===== config.mk =====
export PLATFORM = sky130hd
export DESIGN_NAME = alu_control_seq_flat
export DESIGN_NICKNAME = d
export VERILOG_FILES = /design/src/rtl/alu_control_seq_if.sv /design/src/rtl/alu_control_seq.sv /design/src/flat_wrapper.sv
export SDC_FILE = /design/constraint.sdc
export NUM_CORES = 1
export LEC_CHECK = 0
export CORE_AREA = 2 2 39 41
export DETAILED_ROUTE_END_ITERATION = 12
export DIE_AREA = 0 0 41 43
export PLACE_DENSITY = 0.68
export SLEW_MARGIN = 10
export SYNTH_ARGS = -nofsm -noshare
export SYNTH_HDL_FRONTEND = slang
export SYNTH_SLANG_ARGS = --single-unit
export TNS_END_PERCENT = 50

===== constraint.sdc =====
create_clock -name clk -period 1.9 [get_ports clk]
set_input_delay 0.57 -clock clk [delete_from_list [all_inputs] [get_ports clk]]
set_output_delay 0.57 -clock clk [all_outputs]
set_load 0.005 [all_outputs]

===== src/rtl/alu_control_seq_if.sv =====
// Port bundle for alu_control_seq: decode inputs, registered control and
// the mult/div sequencer outputs.
interface alu_control_seq_if;
  // Flow control: an instruction on aluop/funct is taken at a rising edge
  // only when en=1 and stall=0. en acts as valid, ~stall as ready. With
  // stall=1 the source must hold aluop/funct unchanged until it is taken.
  logic       en;
  logic [1:0] aluop;
  logic [5:0] funct;
  logic [3:0] aluctl;
  logic       stall;
  logic       md_start;
  logic [1:0] md_op;
  logic       md_busy;
  logic       hilo_we;
  logic [1:0] dbg_state;

  modport master (
    output en, aluop, funct,
    input  aluctl, stall, md_start, md_op, md_busy, hilo_we, dbg_state
  );

  modport slave (
    input  en, aluop, funct,
    output aluctl, stall, md_start, md_op, md_busy, hilo_we, dbg_state
  );
endinterface


===== src/rtl/alu_control_seq.sv =====
// Registered ALU control decoder with a counter-based mult/div sequencer.
// The sequencer is built only when ALU_CONTROL_SEQ_MULDIV_EN is defined.
module alu_control_seq #(
  parameter int MUL_CYCLES = 4,
  parameter int DIV_CYCLES = 32,
  parameter int CNT_W      = 6
) (
  input  logic clk,
  input  logic rst_n,
  alu_control_seq_if.slave bus
);

  logic [3:0] dec_aluctl;
  logic [3:0] aluctl_d, aluctl_q;
  logic       stall;
  logic       capture;

  always_comb begin
    dec_aluctl = 4'd0;
    case (bus.aluop)
      2'd0: dec_aluctl = 4'd2;
      2'd1: dec_aluctl = 4'd6;
      2'd3: dec_aluctl = 4'd2;
      default: begin
        // Full six-bit match; 0x18-0x1B and unknown codes fall to 0.
        case (bus.funct)
          6'h20, 6'h21:               dec_aluctl = 4'd2;
          6'h22, 6'h23:               dec_aluctl = 4'd6;
          6'h24:                      dec_aluctl = 4'd0;
          6'h25:                      dec_aluctl = 4'd1;
          6'h26:                      dec_aluctl = 4'd13;
          6'h27:                      dec_aluctl = 4'd12;
          6'h2A:                      dec_aluctl = 4'd7;
          6'h2B:                      dec_aluctl = 4'd8;
          6'h10, 6'h11, 6'h12, 6'h13: dec_aluctl = 4'd2;
          default:                    dec_aluctl = 4'd0;
        endcase
      end
    endcase
  end

  assign capture  = bus.en & ~stall;
  assign aluctl_d = capture ? dec_aluctl : aluctl_q;

  always_ff @(posedge clk or negedge rst_n) begin
    if (!rst_n) begin
      aluctl_q <= 4'd2;
    end else begin
      aluctl_q <= aluctl_d;
    end
  end

  assign bus.aluctl = aluctl_q;

`ifdef ALU_CONTROL_SEQ_MULDIV_EN
  typedef enum logic [1:0] {
    S_IDLE = 2'd0,
    S_RUN  = 2'd1,
    S_DONE = 2'd2
  } state_e;

  localparam logic [CNT_W-1:0] MUL_LAST = CNT_W'(MUL_CYCLES - 1);
  localparam logic [CNT_W-1:0] DIV_LAST = CNT_W'(DIV_CYCLES - 1);

  state_e           state_d, state_q;
  logic [CNT_W-1:0] cnt_d, cnt_q;
  logic [1:0]       md_op_d, md_op_q;
  logic             md_start_d, md_start_q;
  logic             hilo_we_d, hilo_we_q;
  logic             is_md;
  logic             is_hilo;
  logic             busy;

  assign is_md   = (bus.aluop == 2'd2) && (bus.funct[5:2] == 4'b0110);
  assign is_hilo = (bus.aluop == 2'd2) && (bus.funct[5:2] == 4'b0100);
  assign busy    = (state_q != S_IDLE);
  // DONE still stalls, so a held dependent op waits until HI/LO is written.
  assign stall   = busy & (is_md | is_hilo);

  always_comb begin
    state_d    = state_q;
    cnt_d      = cnt_q;
    md_op_d    = md_op_q;
    md_start_d = 1'b0;
    hilo_we_d  = 1'b0;
    case (state_q)
      S_IDLE: begin
        if (capture && is_md) begin
          state_d    = S_RUN;
          md_op_d    = bus.funct[1:0];
          cnt_d      = bus.funct[1] ? DIV_LAST : MUL_LAST;
          md_start_d = 1'b1;
        end
      end
      S_RUN: begin
        // Counts regardless of en: the mult/div unit is not pipeline-gated.
        if (cnt_q == '0) begin
          state_d   = S_DONE;
          hilo_we_d = 1'b1;
        end else begin
          cnt_d = cnt_q - 1'b1;
        end
      end
      S_DONE: begin
        state_d = S_IDLE;
      end
      default: begin
        state_d = S_IDLE;
      end
    endcase
  end

  always_ff @(posedge clk or negedge rst_n) begin
    if (!rst_n) begin
      state_q    <= S_IDLE;
      cnt_q      <= '0;
      md_op_q    <= 2'd0;
      md_start_q <= 1'b0;
      hilo_we_q  <= 1'b0;
    end else begin
      state_q    <= state_d;
      cnt_q      <= cnt_d;
      md_op_q    <= md_op_d;
      md_start_q <= md_start_d;
      hilo_we_q  <= hilo_we_d;
    end
  end

  assign bus.stall     = stall;
  assign bus.md_start  = md_start_q;
  assign bus.md_op     = md_op_q;
  assign bus.md_busy   = busy;
  assign bus.hilo_we   = hilo_we_q;
  assign bus.dbg_state = state_q;
`else
  // Sequencer absent: sizing parameters are referenced only to keep them alive.
  logic unused_cfg;
  assign unused_cfg = (MUL_CYCLES + DIV_CYCLES + CNT_W) > 0;

  assign stall         = 1'b0;
  assign bus.stall     = 1'b0;
  assign bus.md_start  = 1'b0;
  assign bus.md_op     = 2'd0;
  assign bus.md_busy   = 1'b0;
  assign bus.hilo_we   = 1'b0;
  assign bus.dbg_state = 2'd0;
`endif

endmodule


===== src/flat_wrapper.sv =====
// flat-port wrapper written by rule: the top's interface ports become plain ports
module alu_control_seq_flat 
#(
  parameter int MUL_CYCLES = 4,
  parameter int DIV_CYCLES = 32,
  parameter int CNT_W      = 6
)
  (clk, rst_n, bus_en, bus_aluop, bus_funct, bus_aluctl, bus_stall, bus_md_start, bus_md_op, bus_md_busy, bus_hilo_we, bus_dbg_state);
  alu_control_seq_if bus_i ();
  input  logic clk;
  input  logic rst_n;
  input wire logic [$bits(bus_i.en)-1:0] bus_en;
  input wire logic [$bits(bus_i.aluop)-1:0] bus_aluop;
  input wire logic [$bits(bus_i.funct)-1:0] bus_funct;
  output wire logic [$bits(bus_i.aluctl)-1:0] bus_aluctl;
  output wire logic [$bits(bus_i.stall)-1:0] bus_stall;
  output wire logic [$bits(bus_i.md_start)-1:0] bus_md_start;
  output wire logic [$bits(bus_i.md_op)-1:0] bus_md_op;
  output wire logic [$bits(bus_i.md_busy)-1:0] bus_md_busy;
  output wire logic [$bits(bus_i.hilo_we)-1:0] bus_hilo_we;
  output wire logic [$bits(bus_i.dbg_state)-1:0] bus_dbg_state;
  assign bus_i.en = bus_en;
  assign bus_i.aluop = bus_aluop;
  assign bus_i.funct = bus_funct;
  assign bus_aluctl = bus_i.aluctl;
  assign bus_stall = bus_i.stall;
  assign bus_md_start = bus_i.md_start;
  assign bus_md_op = bus_i.md_op;
  assign bus_md_busy = bus_i.md_busy;
  assign bus_hilo_we = bus_i.hilo_we;
  assign bus_dbg_state = bus_i.dbg_state;
  alu_control_seq #(.MUL_CYCLES(MUL_CYCLES), .DIV_CYCLES(DIV_CYCLES), .CNT_W(CNT_W)) u_core (.clk(clk), .rst_n(rst_n), .bus(bus_i));
endmodule

* Word-level counts from Yosys, hierarchy flattened
Memories as Yosys holds them, arrays and structs flattened.
Cells that the tools add are included.
** Operators by class
- Eq/ne operators :: 2
- Mux-type cells :: 1
- Reductions and logical operators :: 2
** Operators with widths (count)
- case mux 4 bit (2 select lines) :: 1
- == test 2 x 1 -> 1 bit (second input constant) :: 1
- == test 2 bit (second input constant) :: 1
- zero test 2 bit :: 1
- OR reduction 2 bit :: 1
** Storage, ports and cells
- Register bits after elaboration :: 4
- ROM bits :: 256
- Input port bits :: 11
- Output and inout bits :: 12
- Word-level logic and storage cells :: 7
- Memories kept :: 1
** Memory list
- (name not given) :: depth 64, bits a word 4, rd ports 1, clocked after Yosys merged registers in 0, wr ports 0, RTL line alu_control_seq.sv:26 : case (bus.funct)

* Longest topological paths before layout
- Depth after elaboration :: 3
- Depth in mapped cells :: 5
- Depth with buffers taken out :: 5

* Worst setup path after synthesis
No wires, ideal clock.
- Kind :: input to register
- Start :: input port bus_funct[0]
- End :: register u_core.aluctl_q[1] (netlist: u_core.bus.aluctl[1])
- Setup time :: 83 ps
- Arrival time :: 1228 ps
- Required time :: 1817 ps
- Setup slack :: 588 ps
- Cell stages on the path :: 4
- Path buffers :: 0
- Path through :: inv_1 -> ha_1 -> and4bb_1 -> o32a_1
** Between the ends
- Longest elaborated chain between the ends :: 2
** Ends and longest elaborated chain
- start: declaration :: RTL line flat_wrapper.sv:14 : input wire logic [$bits(bus_i.funct)-1:0] bus_funct;
- memory read (64 x 4 bit)
- case mux 4 bit (2 select lines) :: RTL line alu_control_seq.sv:20 : case (bus.aluop)
- end signal: assignment :: RTL line alu_control_seq.sv:49 : aluctl_q <= aluctl_d;
- end: declaration :: RTL line alu_control_seq.sv:14 : logic [3:0] aluctl_d, aluctl_q;
No other way between the ends.
A chain may end at the register's enable or synchronous reset.

* Worst setup path in the final report
- Start :: register u_core.aluctl_q[1] (netlist: u_core.bus.aluctl[1])
- End :: output port bus_aluctl[1]
** RTL lines
- end: declaration :: RTL line flat_wrapper.sv:15 : output wire logic [$bits(bus_i.aluctl)-1:0] bus_aluctl;
No word-level cell between the ends.

==> impl_results.md <==
- RSZ-0062 raised after global routing: false
- Clock Skews: 0 ns
- DRC: 0
- CP endpoint: bus_aluctl[1]
- Drt first pass iters: 1
- Post-route cell area: around 490 sq um
- Diode count: 0
- Comb power frac: between 20% and 30%
- CTS resizes: 0
- Max cap viols: 0
- Die Footprint: 1760 sq um
- Pin count of the biggest net entering global routing: 8
- Leading cell type in the layout, fill and taps excluded: clkdlybuf4s50_1
- CP Buf/Inv Count: 1
- Final hold violation count: 0
- Final wirelength: 591 um
- Psw: 0.0000633 W
- Vias in the first global route: ~280
- Final period util: 95.2%
- Chip Height: approximately 43 um
- DR vias/cell: between 4 and 5
- Max reg flops: 4
- GRT overflow: 0
- Peak VDD IR: ~0.00016 V
- #FFs+latches synth: 4
- Pwr dens: ~550 nW/um^2
- Ports: 23
- Crit Path Class: reg -> out
- Initial antenna violation count: 0
- Largest cells by area after synthesis: dfrtp_1 (22%), buf_4 (18%), dfstp_2 (7.8%)
- Cell variety after synth: 22
- Placed instance area: between 400 and 500 sq um
- Peak Freq: between 500 and 600 MHz
- TritonCTS clock tree: done
- Iter 0 DRT Violations: 0
- Clock latency on the worst-skew pair: 0.24 ns
- All-Layer GR Usage: roughly 8.4%
- Avg Cell Area, Syn: approximately 9 sq um
- Die Wd: 41 um
- CP Depth: 1
- Crit path from: u_core.bus.aluctl[1]$_DFFE_PN1P_
- Worst path required time: roughly 1.3 ns
- Final Critical Period: around 1.8 ns
- Final GP Congestion: roughly 0.72
- # setup viols final: 0
- Final nets: 68
- Leading area contributor after synthesis: dfrtp_1
- CP peak stage delay: 0.52 ns
- R2r startpoint: u_core.bus.aluctl[1]$_DFFE_PN1P_
- CP Capture Type: output port
- Ys flop type: dfrtp_1
- CP startpoint kind: register
- Switching share of power: around a quarter
- Synth-to-layout area growth: 45.4%
- First-pass GRT wire length: a little under 1000 um
- Post-CTS setup buffers: 0
- Initial Utilization: between 20% and 30%
- Cell Chain, Critical Path: clkdlybuf4s50_1
- Commonest non-fill, non-tap cells in the layout: clkdlybuf4s50_1 (14), conb_1 (8), inv_1 (4), clkbuf_4 (3), dfrtp_1 (3)
- Leakage power: around 0.21 nW
- Synth top area share: approximately 22%
- Port bufs: 14
- FP Rows: 14
- Int Power: just over 0.0002 W
- Reg-to-reg slack, setup: 1.20 ns
- Hold crit path type: reg -> reg
- R2R Path End: u_core.bus.aluctl[1]$_DFFE_PN1P_
- Core area: roughly 1400 sq um
- Final core utilization: a little over a third
- Clk buf depth: 2
- Synth warn: 0
- CP Max Fanout: 2
- Seq/Total Area, Yosys: between 30% and 40%
- R2r worst-path depth: 1
- Setup TNS: 0 ns
- Slowest CP cell: dfstp_2
- Top delay family on crit path: flip-flops
- CTS Buf Count: 3
- H-tree depth reported by CTS: 1
- Status: complete, no violations
- Via count: around 280
- Asr flop ratio synth: between 90% and 100%
- Syn Std Cell Area: 337 sq um
- CTS hold repair buffers: 0
- TritonCTS Sinks: 4
- Number of enable flip-flop cells after synthesis: 0
- Sequential Power Share: between 30% and 40%
- Crit path arrival time: approximately 1.2 ns
- Root Buffer: clkbuf_4
- Synth Instances: 37
- Slew Limit Fails: 0
- Antenna Violating Nets Remaining: 0
- Fill cell count: 157
- Worst-path clk slew: ~0.040 ns
- Clock Power Share: between 40 and 50%
- DR WL/cell: 8.44 um
- Layout cell share with drive strength beyond 1: roughly 11%
-- worst min-delay path by stage --
stage | from | endpoint | slack (ns) | depth (start not counted)
global route | rst_n | u_core.bus.aluctl[2]$_DFFE_PN0P_ | 0.53 | 1
CTS | u_core.bus.aluctl[1]$_DFFE_PN1P_ | u_core.bus.aluctl[1]$_DFFE_PN1P_ | 0.52 | 1
floorplan | rst_n | u_core.bus.aluctl[0]$_DFFE_PN0P_ | 0.27 | 0
finish | u_core.bus.aluctl[1]$_DFFE_PN1P_ | u_core.bus.aluctl[1]$_DFFE_PN1P_ | 0.51 | 1
detailed placement | u_core.bus.aluctl[1]$_DFFE_PN1P_ | u_core.bus.aluctl[1]$_DFFE_PN1P_ | 0.51 | 1
global placement | u_core.bus.aluctl[1]$_DFFE_PN1P_ | u_core.bus.aluctl[1]$_DFFE_PN1P_ | 0.51 | 1
-- cell usage after synthesis (all sizes together) (2+ instances only) --
master  count
buf         8
inv         4
dfrtp       3
and3b       2
ha          2
nor2        2
nor2b       2
o22ai       2
-- metal layers --
metal | share of wire [%] | up-vias | track usage (%) | routed length, um
met1 | 37 | 122 | 7.99 | 216
met3 | 8.5 | 2 | 1.57 | 50
met4 | 2.2 | 0 | 8.00 | 13
met5 | 0 | - | 0 | 0
met2 | 52 | 15 | 13.8 | 310
li1 | - | 144 | - | -
-- power by group through the flow --
stage | combinational, W | sequential, W | clock (W)
2_1_floorplan | 0.0000333 | 0.0000946 | 0
3_3_place_gp | 0.0000602 | 0.0000940 | 0
3_5_place_dp | 0.0000608 | 0.0000943 | 0
4_1_cts | 0.0000612 | 0.0000931 | 0.000123
5_1_grt | 0.0000679 | 0.0000936 | 0.000128
6_report | 0.0000606 | 0.0000930 | 0.000117
-- stage by stage --
stage / std cells / power [W] / worst slack (ns) / hold WS, ns
3_3_place_gp: 66 / 0.000154 / 0.0453 / 0.510
5_1_grt: 70 / 0.000289 / 0.0416 / 0.530
3_5_place_dp: 66 / 0.000155 / 0.0459 / 0.507
2_1_floorplan: 44 / 0.000128 / 0.588 / 0.274
4_1_cts: 70 / 0.000278 / 0.0772 / 0.517
6_report: 70 / 0.000270 / 0.0918 / 0.514
-- cell families after synthesis --
group                    share of synthesized area [%]
adder cells (fa/ha/maj)                           7.43
flip-flops                                        30.1
buffers and inverters                             22.3
XOR/XNOR                                          2.60
other                                             1.11
AND/OR/NAND/NOR                                   25.7
AO/OA/AOI/OAI                                     10.8
-- layout make-up --
type	instances	area (sq um)	share of cell area (%)
tap	16	20.0	4.09
inverter	4	15.0	3.07
timing repair buffer	14	140	28.6
sequential	4	101	20.7
clock buffer	4	26.3	5.37
multi-input combinational	28	186	38.1
No activity file was read; power rests on OpenSTA's default activity.
